==> src/rtl/wb_port_arbiter.sv <==
// Register-file write-port arbiter: pipeline writeback has priority, long-latency
// results queue in a small FIFO with kill-on-overwrite and a starvation-forced drain.
module wb_port_arbiter #(
  parameter int WIDTH      = 32,
  parameter int ADDR_WIDTH = 5,
  parameter int DEPTH      = 2,
  parameter int STARVE_MAX = 4
) (
  input  logic                   clk,
  input  logic                   rst_n,
  input  logic                   regWrite_W,
  input  logic [ADDR_WIDTH-1:0]  rd_W,
  input  logic [WIDTH-1:0]       result_W,
  input  logic                   ll_valid,
  input  logic [ADDR_WIDTH-1:0]  ll_rd,
  input  logic [WIDTH-1:0]       ll_data,
  output logic                   ll_ready,
  output logic                   rf_we,
  output logic [ADDR_WIDTH-1:0]  rf_addr,
  output logic [WIDTH-1:0]       rf_wd,
  output logic                   stall_W,
  output logic [$clog2(DEPTH):0] pending_count
);

  localparam int PW = $clog2(DEPTH);
  localparam int CW = $clog2(DEPTH) + 1;
  localparam int SW = $clog2(STARVE_MAX + 1);
  localparam logic [CW-1:0] FULL_CNT   = CW'(DEPTH);
  localparam logic [SW-1:0] STARVE_TOP = SW'(STARVE_MAX);

  typedef enum logic [1:0] {
    S_IDLE    = 2'd0,
    S_PENDING = 2'd1,
    S_DRAIN   = 2'd2
  } state_e;

  state_e                state_q, state_d;
  logic [CW-1:0]         count_q, count_d;
  logic [SW-1:0]         starve_q, starve_d;
  logic [PW-1:0]         wr_ptr_q, rd_ptr_q;
  logic [ADDR_WIDTH-1:0] ent_rd_q   [DEPTH];
  logic [WIDTH-1:0]      ent_data_q [DEPTH];
  logic [DEPTH-1:0]      ent_kill_q;

  logic empty_s, head_kill_s, pipe_wr_s, pop_s, enq_s;

  assign empty_s       = (count_q == {CW{1'b0}});
  assign head_kill_s   = !empty_s && ent_kill_q[rd_ptr_q];
  assign ll_ready      = (count_q != FULL_CNT);
  assign pending_count = count_q;

  // State register: FSM state, occupancy and starvation counter.
  always_ff @(posedge clk or negedge rst_n) begin
    if (!rst_n) begin
      state_q  <= S_IDLE;
      count_q  <= {CW{1'b0}};
      starve_q <= {SW{1'b0}};
    end else begin
      state_q  <= state_d;
      count_q  <= count_d;
      starve_q <= starve_d;
    end
  end

  // Next-state: DRAIN is entered once the head has been passed over STARVE_MAX times.
  always_comb begin
    count_d = count_q + CW'(enq_s) - CW'(pop_s);
    if (empty_s || pop_s) begin
      starve_d = {SW{1'b0}};
    end else if (starve_q == STARVE_TOP) begin
      starve_d = starve_q;
    end else begin
      starve_d = starve_q + SW'(1'b1);
    end
    if (count_d == {CW{1'b0}}) begin
      state_d = S_IDLE;
    end else if (starve_d == STARVE_TOP) begin
      state_d = S_DRAIN;
    end else begin
      state_d = S_PENDING;
    end
  end

  // Port selection; a killed head is discarded instead of stalling the pipeline.
  always_comb begin
    rf_we   = 1'b0;
    rf_addr = ent_rd_q[rd_ptr_q];
    rf_wd   = ent_data_q[rd_ptr_q];
    case (state_q)
      S_DRAIN: stall_W = !head_kill_s;
      default: stall_W = 1'b0;
    endcase
    pipe_wr_s = rst_n && regWrite_W && (rd_W != {ADDR_WIDTH{1'b0}}) && !stall_W;
    pop_s     = rst_n && !empty_s && (head_kill_s || !pipe_wr_s);
    if (pipe_wr_s) begin
      rf_we   = 1'b1;
      rf_addr = rd_W;
      rf_wd   = result_W;
    end else if (pop_s && !head_kill_s) begin
      rf_we = 1'b1;
    end else begin
      rf_we = 1'b0;
    end
    enq_s = rst_n && ll_valid && ll_ready && (ll_rd != {ADDR_WIDTH{1'b0}}) &&
            !(pipe_wr_s && (ll_rd == rd_W));
  end

  // FIFO storage, pointers and kill marking by younger pipeline writes.
  always_ff @(posedge clk or negedge rst_n) begin
    if (!rst_n) begin
      wr_ptr_q   <= {PW{1'b0}};
      rd_ptr_q   <= {PW{1'b0}};
      ent_kill_q <= {DEPTH{1'b0}};
      for (int i = 0; i < DEPTH; i++) begin
        ent_rd_q[i]   <= {ADDR_WIDTH{1'b0}};
        ent_data_q[i] <= {WIDTH{1'b0}};
      end
    end else begin
      for (int i = 0; i < DEPTH; i++) begin
        if (pipe_wr_s && (ent_rd_q[i] == rd_W)) begin
          ent_kill_q[i] <= 1'b1;
        end
      end
      if (enq_s) begin
        ent_rd_q[wr_ptr_q]   <= ll_rd;
        ent_data_q[wr_ptr_q] <= ll_data;
        ent_kill_q[wr_ptr_q] <= 1'b0;
        wr_ptr_q             <= wr_ptr_q + PW'(1'b1);
      end
      if (pop_s) begin
        rd_ptr_q <= rd_ptr_q + PW'(1'b1);
      end
    end
  end

endmodule

==> config.mk <==
export PLATFORM = sky130hd
export DESIGN_NAME = wb_port_arbiter
export DESIGN_NICKNAME = d
export VERILOG_FILES = /design/src/rtl/wb_port_arbiter.sv
export SDC_FILE = /design/constraint.sdc
export NUM_CORES = 1
export LEC_CHECK = 0
export CAP_MARGIN = 20
export CORE_ASPECT_RATIO = 0.9
export CORE_MARGIN = 1.5
export CORE_UTILIZATION = 40
export DETAILED_ROUTE_END_ITERATION = 10
export GPL_TIMING_DRIVEN = 0
export PLACE_DENSITY = 0.69
export SKIP_LAST_GASP = 1
export SLEW_MARGIN = 30
export SYNTH_ARGS = -nofsm -noshare
export SYNTH_HDL_FRONTEND = slang
export SYNTH_SLANG_ARGS = --single-unit
==> constraint.sdc <==
create_clock -name clk -period 5.4 [get_ports clk]
set_input_delay 0.54 -clock clk [delete_from_list [all_inputs] [get_ports clk]]
set_output_delay 0.54 -clock clk [all_outputs]
set_load 0.03 [all_outputs]
Word-level counts from Yosys, hierarchy flattened
Index checks and enable logic that the tools add are counted.

word-level totals
  register bits after elaboration = 85
  output and inout port bits = 42
  word-level logic and storage cells = 87
  bits of input ports = 78

operators by class
  reduce and logical (&&, ||, !) cells = 27
  multiplexer cells = 28
  eq/ne operators = 7
  bitwise logic cells = 4
  order comparisons = 6
  $add $sub $neg = 5

operator list
  cell                                                                   number
  32-bit two-way mux                                                     5
  64-bit bitwise mux                                                     1
  32-bit demux with 1-bit select                                         1
  5-bit two-way mux                                                      5
  1-bit logical AND                                                      16
  5-bit equality test                                                    3
  10-bit bitwise mux                                                     1
  5-bit nonzero test                                                     2
  1-bit two-way mux                                                      8
  3-bit equality test (second input constant)                            2
  2-bit two-way mux                                                      3
  3-bit two-way mux                                                      2
  5-bit demux with 1-bit select                                          1
  1-bit zero test                                                        5
  2-bit >= comparator (second input constant)                            2
  2-bit zero test                                                        2
  1-bit by 2-bit < comparator with 1-bit output (second input constant)  2
  1-bit NOT with 2-bit output                                            2
  3-bit by 1-bit adder with 3-bit output (second input constant)         1
  1-bit adder (second input constant)                                    2
  2-bit by 1-bit adder with 2-bit output                                 1
  2-bit AND                                                              1
  2-bit equality test (second input constant)                            1
  1-bit logical OR                                                       2
  other kinds (6)                                                        6

Depth between registers and ports, before layout
Gate-level depths: netlist of run 1.

  depth after elaboration = 15
  mapped depth = 12
  depth with buffers taken out = 11

Worst setup path after synthesis of run 1
No wires, ideal clock.

  path kind = reg2out
  start = register count_q[1], in the netlist pending_count[1]
  end = output rf_wd[10]
  stages on the path, launching flop included = 9
  data required time = 4.860 ns
  arrival time = 2.781 ns
  slack = 2.079 ns
  cell sequence = dfrtp_1 -> or2_2 -> a21boi_1 -> or2_2 -> clkbuf_1 -> buf_2 -> buf_1 -> nor2_1 -> a21oi_1

on the way
  cells in the longest elaborated chain, start to end = 8

RTL lines
  element                 line  RTL
  start, declared         38    logic [CW-1:0] count_q, count_d;
  start signal, assigned  56    count_q <= {CW{1'b0}};
  start signal, assigned  60    count_q <= count_d;
  2-bit zero test         47    assign empty_s = (count_q == {CW{1'b0}});
  1-bit zero test         48    assign head_kill_s = !empty_s && ent_kill_q[rd_ptr_q];
  1-bit logical AND       48
  1-bit zero test         90    S_DRAIN: stall_W = !head_kill_s;
  1-bit two-way mux       89    case (state_q)
  via stall_W             21    output logic stall_W,
  1-bit zero test         93    pipe_wr_s = rst_n && regWrite_W && (rd_W != {ADDR_WIDTH{1'b0}}) && !stall_W;
  1-bit logical AND       93
  32-bit two-way mux      95    if (pipe_wr_s) begin
  end, declared           20    output logic [WIDTH-1:0] rf_wd,

The timed path passes the listed nets, and every way through them passes these cells.

Final worst setup path of run 1
  start = input rd_W[1]
  end = output rf_wd[10]

on the way
  cells in the longest elaborated chain, start to end = 4

RTL lines
  element                          line  RTL
  start, declared                  12    input logic [ADDR_WIDTH-1:0] rd_W,
  5-bit nonzero test               93
  1-bit logical AND (2 in series)  93
  32-bit two-way mux               95

Every way passes these cells.

==> results.ini, run 1 <==
[yosys]
synth_cell_types=34
synth_nets=447
avgSynthCellArea_um2=11.8
synth-edff-count=0
synth_top_family_by_area=multiplexers
yosysMostFrequentCell=dfrtp_1
synthTopCellsByArea=dfrtp_1, mux2_2, mux2i_1
synth-simple-area-share_pct=7.23
synth-seq-area-share_pct=49.4
synthTopCellsByCount=dfrtp_1, mux2_2, nor2_1
synthAdderAreaFrac_pct=1.16
synthCells=365
yosysWarnings=0
synth.mux.area_fraction_pct=28.9
synth_ff_type=dfrtp_1
synth_top_area_share_pct=49.4
async_flop_share_pct=100
synth_compound_area_share_pct=6.42
netlist_area_mm2=0.00431
ys_seq_elements=85
synth_xor_area_share_pct=3.86
yosys.area.top_type=dfrtp_1

[floorplanning]
die_y_um=101
initial_utilization_pct=41.5
rows=35
ios=120
die_area_mm2=0.0114
die_w_um=112
core_mm2=0.0104

[sta]
worst_pin_slew_ns=0.857
hold_ws_ns=0.0796
rsz0062_at_grt=false
hold_viol=0
timing.final.ws_setup_ns=1.10
post-route-period-util_pct=79.7
max_clock_freq_mhz=232
finClkSkew_ns=0.00517
finalSetupViolCount=0
fin_tns_setup_ns=0
max_slew_margin_pct=42.8
post-route-min-period_ns=4.30
drv_slew=0

[worst_setup_path]
arrival_ns=3.76
cp-start-kind=primary input
rrSetupSlack_ns=2.80
ff2ff_path_depth=11
critPathCaptureType=output port
reg2reg_to=state_q[1]
worstPathRequired_ns=4.86
critPathKind=in -> out
r2r-start=rd_ptr_q
path_max_fanout=10

[placement]
place_congestion=0.804
dp_cells=613
post-place-ws_ns=1.09
io_buffers=118
dp_hpwl_mm=7.46

[grt]
antenna_found_initial=0
grt_max_degree=61
grt_remaining_overflow=0
track_usage_pct=19.1
grt_pass1_vias=3445
grt_first_pass_wirelength_mm=16.9

[worst_hold_path]
hp-class=in -> async

[clock_tree]
cts_max_level=3
clock-sinks=85
clk_pin_slew_ns=0.06
tritoncts=built
clock_latency_ns=0.33
clockBufferDepth=2
cts_hold_buffers=0
post_cts_buffers=0
postCtsResizedCells=0
clock-root-buffer=clkbuf_16
cts_buffers=9

[detailed_routing]
vias=3213
wl_per_cell_um=16.6
vias_per_cell=5.11
dr.pass1.iters=8
drt_wl_total_mm=10.4
first_iter_violations=73
drc_errors=8
antenna_left=0

[finish]
syn_to_final_growth_pct=38.2
antennaDiodeCount=0
drive_gt1_share_pct=21.6
nNetsFinal=577
fin_cells=629

[outcome]
status=finished with violations
failed_checks=DRC

[power]
power.leakage_uw=0.00256
pwr_density_cell_mw_per_mm2=578
ir_worst_vdd_mv=0.324

[job]
cap_violations=0

worst max-delay path: stages:
cell and delay [ns]:
clkdlybuf4s50_1 0.53, or4_4 0.60, o211ai_2 0.17, or2_2 0.13, clkbuf_1 0.18, buf_2 0.27
buf_1 0.44, nor2_1 0.08, a21oi_1 0.13, clkdlybuf4s50_1 0.69
cell families (layout without fill, tap and decap cells):
| family | after synthesis | in the layout |
|---|---|---|
| simple gates | 67 | 67 |
| buf+inv | 27 | 162 |
| xor+xnor | 19 | 19 |
| fa+ha+maj | 4 | 4 |
| flops | 85 | 85 |
| mux | 112 | 112 |
| compound gates | 51 | 51 |
worst max-delay path by stage:
| stage | slack (ns) | start | cells after the start | endpoint |
|---|---|---|---|---|
| floorplan | 2.08 | pending_count[1] | 8 | rf_wd[10] |
| global placement | -1.27 | rst_n | 8 | rf_addr[4] |
| detailed placement | 1.09 | rd_W[1] | 10 | rf_wd[10] |
| CTS | 1.07 | rd_W[2] | 10 | rf_wd[10] |
| global route | 0.84 | rd_W[1] | 10 | rf_wd[10] |
| finish | 1.10 | rd_W[1] | 10 | rf_wd[10] |
cells in the final DEF (no fill, tap or decap), drive strengths merged, types with 2 or more instances in the layout:
master	instances
buf	19
or4	3
ha	4
nor4	2
nor2	42
nand3	4
or2	3
a21oi	40
mux2i	37
o21ai	5
clkinv	4
o211ai	2
xor2	5
dfrtp	85
clkdlybuf4s50	117
clkbuf	14
mux2	75
nand3b	2
o21a	2
or3	2
nand2	5
inv	7
xnor2	14
registers in the layout (all words and copies together), names as in the netlist:
| register | flops |
|---|---|
| ent_data_q | 64 |
| ent_kill_q | 2 |
| ent_rd_q | 10 |
| pending_count | 2 |
| rd_ptr_q | 1 |
| starve_q | 3 |
| state_q | 2 |
| wr_ptr_q | 1 |
layer usage:
layer / global-route usage [%] / part of all wire, % / vias to the layer above
li1: - / - / 1535
met1: 23.6 / 45 / 1565
met2: 32.8 / 46 / 97
met3: 5.09 / 6.7 / 16
met4: 6.33 / 2.0 / 0
met5: 0 / 0 / -
per-stage QoR:
| stage | util, % | power, uW | instance area (um^2) |
|---|---|---|---|
| floorplan | - | 2280 | 4310 |
| global placement | 54.4 | 2850 | 5650 |
| detailed placement | 54.7 | 2890 | 5680 |
| CTS | 57.3 | 3470 | 5950 |
| global route | 57.3 | 3670 | 5950 |
| finish | 57.3 | 3440 | 5950 |
layout make-up:
class,count,area [um^2]
fill,877,4430
sequential,85,2130
multi-input combinational,253,2050
timing repair buffer,119,1210
clock buffer,9,225
tap,129,161
buffer,22,111
clock inverter,7,48.8
inverter,5,18.8
where the power goes:
group          switching [uW]  internal, uW
Clock                     255           313
Sequential                184           957
Combinational             855           879
Total                    1290          2150
Power figures use the tool's default switching activity.
==> inputs of run 2 (changes only) <==
PLACE_DENSITY = 0.71   (was 0.69)
clock period = 3.8 ns   (was 5.4 ns; I/O delays follow)
==> run 2 against run 1 <==
Count of clock-buffer cells in the layout rose by 1. Worst setup slack worse by 0.93 ns. The flow still finishes with violations (DRC). Register-to-register slack lost 1.6 ns. Core utilization is 0.81 points higher. Global-route usage rose by 0.20 points. Routed wire length rose by 0.44%. Largest cell class unchanged.
==> results.ini, run 2 (synthesis gave the netlist of run 1 again) <==
[finish]
utilization_pct=58.2  ; +0.81 points
layout_commonest_cell=clkdlybuf4s50_1
top_register=ent_data_q
antennaDiodeCount=0  ; unchanged
register_area_mm2=0.00213  ; unchanged
top_regs=ent_data_q (64), ent_rd_q (10), starve_q (3)
layout_common_cells=clkdlybuf4s50_1, dfrtp_1, mux2_2, nor2_1, a21oi_1
nNetsFinal=579  ; +0.35%
drive_gt1_share_pct=23.1  ; +1.5 points
syn_to_final_growth_pct=40.2
fillCellCount=906  ; +3.3%
largest_reg_flops=64  ; unchanged
fin_area_mm2=0.00604  ; +1.4%
multi_input_area_mm2=0.00205  ; unchanged

[clock_tree]
cts_buffers=9  ; unchanged
post_cts_buffers=0  ; unchanged
clockBufferDepth=2  ; unchanged
clock-root-buffer=clkbuf_16
clock_latency_ns=0.33  ; about the same
tritoncts=built
cts_max_level=3  ; unchanged
clock-sinks=85  ; unchanged
clk_pin_slew_ns=0.06  ; about the same

[worst_setup_path]
r2r-start=rd_ptr_q
path_buf_inv=5  ; unchanged
rrSetupSlack_ns=1.19  ; -1.61 ns
critPathCaptureType=output port
ff2ff_path_depth=10  ; -1
cp-start-kind=primary input
cp_top_family=buffers and inverters
cp-endpoint=rf_addr[3]
startpoint=rd_W[1]
path_max_fanout=10  ; unchanged
cp_cell_sequence=clkdlybuf4s50_1, or4_4, o211ai_2, or2_2, clkbuf_1, buf_2, buf_2, a21oi_1, clkdlybuf4s50_1
reg2reg_to=state_q[0]
cp_slowest_cell=or4_4
critPathKind=in -> out
worstPathRequired_ns=3.42  ; -1.44 ns
arrival_ns=3.25  ; -0.51 ns
worstSetupPathDepth=9  ; -1
slowest_delay_ns=0.60  ; -0.09 ns

[job]
cap_violations=0  ; unchanged

[detailed_routing]
wl_met1_mm=4.78  ; +2.2%
drc_errors=11  ; +3
drt_wl_total_mm=10.5  ; +0.44%
first_iter_violations=108  ; +48%
antenna_left=0  ; unchanged
vias=3229  ; +0.50%
top_layer_used=met4
vias_per_cell=5.12  ; +0.18%
wl_per_cell_um=16.6  ; +0.12%
dr.pass1.iters=7  ; -1
wl_met2_mm=5.00  ; +3.3%
dr_wl_met3_um=613  ; -12%

[sta]
hold_viol=0  ; unchanged
finClkSkew_ns=0.00702  ; +0.00185 ns
rsz0062_at_grt=false
max_slew_margin_pct=47.6  ; +4.7 points
drv_slew=0  ; unchanged
worst_pin_slew_ns=0.786  ; -0.0712 ns
post-route-min-period_ns=3.63
finalSetupViolCount=0  ; unchanged
max_clock_freq_mhz=276
post-route-period-util_pct=95.5

[power]
pwr_density_cell_mw_per_mm2=824  ; +42%
power.leakage_uw=0.00264  ; +2.9%
ir_worst_vdd_mv=0.405  ; +25%

[grt]
antenna_found_initial=0  ; unchanged
grt_remaining_overflow=0  ; unchanged
grt_pass1_vias=3393  ; -1.5%
grt_max_degree=56  ; -8.2%
track_usage_pct=19.3  ; +0.20 points
grt_first_pass_wirelength_mm=17.1  ; +1.6%

[floorplanning]
die_w_um=112  ; unchanged
rows=35  ; unchanged
die_area_mm2=0.0114  ; unchanged
ios=120  ; unchanged
core_mm2=0.0104  ; unchanged
die_y_um=101  ; unchanged
initial_utilization_pct=41.5  ; unchanged

[placement]
dp_hpwl_mm=7.68  ; +2.9%
postPlaceCellArea_mm2=0.00568  ; unchanged
io_buffers=118  ; unchanged
place_congestion=0.842  ; +4.8%

[outcome]
status=finished with violations
failed_checks=DRC

[worst_hold_path]
holdPathStages=1
hp-class=reg -> reg

[run 2: cell types whose count changed in the layout (fill, tap and decap cells not counted), moves of 2 or more]
cell | previous run | this run
clkbuf_4 | 0 | 2
clkdlybuf4s50_1 | 117 | 113
dlymetal6s2s_1 | 0 | 3
buf_1 | 8 | 1
buf_2 | 5 | 8
clkinv_2 | 3 | 1
clkbuf_2 | 0 | 2
[run 2: report_power, final]
part	internal, uW	switching, uW	leakage, uW	total (uW)
logic	1250	1220	0.00147	2460
registers	1360	258	0.00102	1620
clock network	533	358	0.000150	891
total	3140	1830	0.00264	4970
[run 2: worst min-delay path by stage]
stage                    from        endpoint  slack, ns
2_1_floorplan           rst_n   ent_data_q[0]       0.08
3_3_place_gp    ent_kill_q[0]   ent_kill_q[0]       0.47
3_5_place_dp            rst_n  ent_data_q[43]       0.29
4_1_cts         ent_kill_q[0]   ent_kill_q[0]       0.49
5_1_grt        ent_data_q[38]  ent_data_q[38]       0.52
6_report        ent_kill_q[0]   ent_kill_q[0]       0.49
[run 2: final cells by class]
| class | count | share of cell area, % |
|---|---|---|
| timing repair buffer | 121 | 20.6 |
| clock buffer | 10 | 3.96 |
| multi-input combinational | 253 | 34.0 |
| buffer | 22 | 2.07 |
| sequential | 85 | 35.2 |
| clock inverter | 6 | 1.14 |
| inverter | 5 | 0.311 |
| tap | 129 | 2.67 |
[run 2: metal layers]
metal / vias up / global-route usage (%)
met5: - / 0
met1: 1587 / 26.2
met2: 90 / 32.1
met4: 0 / 5.06
li1: 1546 / -
met3: 6 / 3.65
[run 2: what timing repair did]
action	4_1_cts	5_1_grt
hold buffers	2	0
endpoints found under the setup margin	36	27
endpoints found under the hold margin	34	0
gates resized for setup	6	7
[run 2: stage by stage]
| stage | total power (uW) | worst slack (ns) | hold WS, ns | instances | TNS [ns] |
|---|---|---|---|---|---|
| after global routing | 5280 | 0.00740 | 0.516 | 631 | 0 |
| final | 4970 | 0.171 | 0.494 | 631 | 0 |
| after detailed placement | 4110 | -0.225 | 0.288 | 613 | -1.78 |
| after CTS | 5020 | -0.0188 | 0.494 | 631 | -0.0188 |
| after global placement | 4040 | -2.53 | 0.472 | 612 | -322.41 |
| after floorplan | 3240 | 0.639 | 0.0844 | 365 | 0 |
[run 2: worst register-to-register path, delay by kind of cell, from the launching register on]
family / cells / cell delay (ns)
buffers and inverters: 1 / 0.06
multiplexers: 1 / 0.27
XOR/XNOR: 2 / 0.28
AO/OA/AOI/OAI: 2 / 0.28
AND/OR/NAND/NOR: 2 / 0.85
flip-flops: 1 / 0.40
adder cells (fa/ha/maj): 2 / 0.37
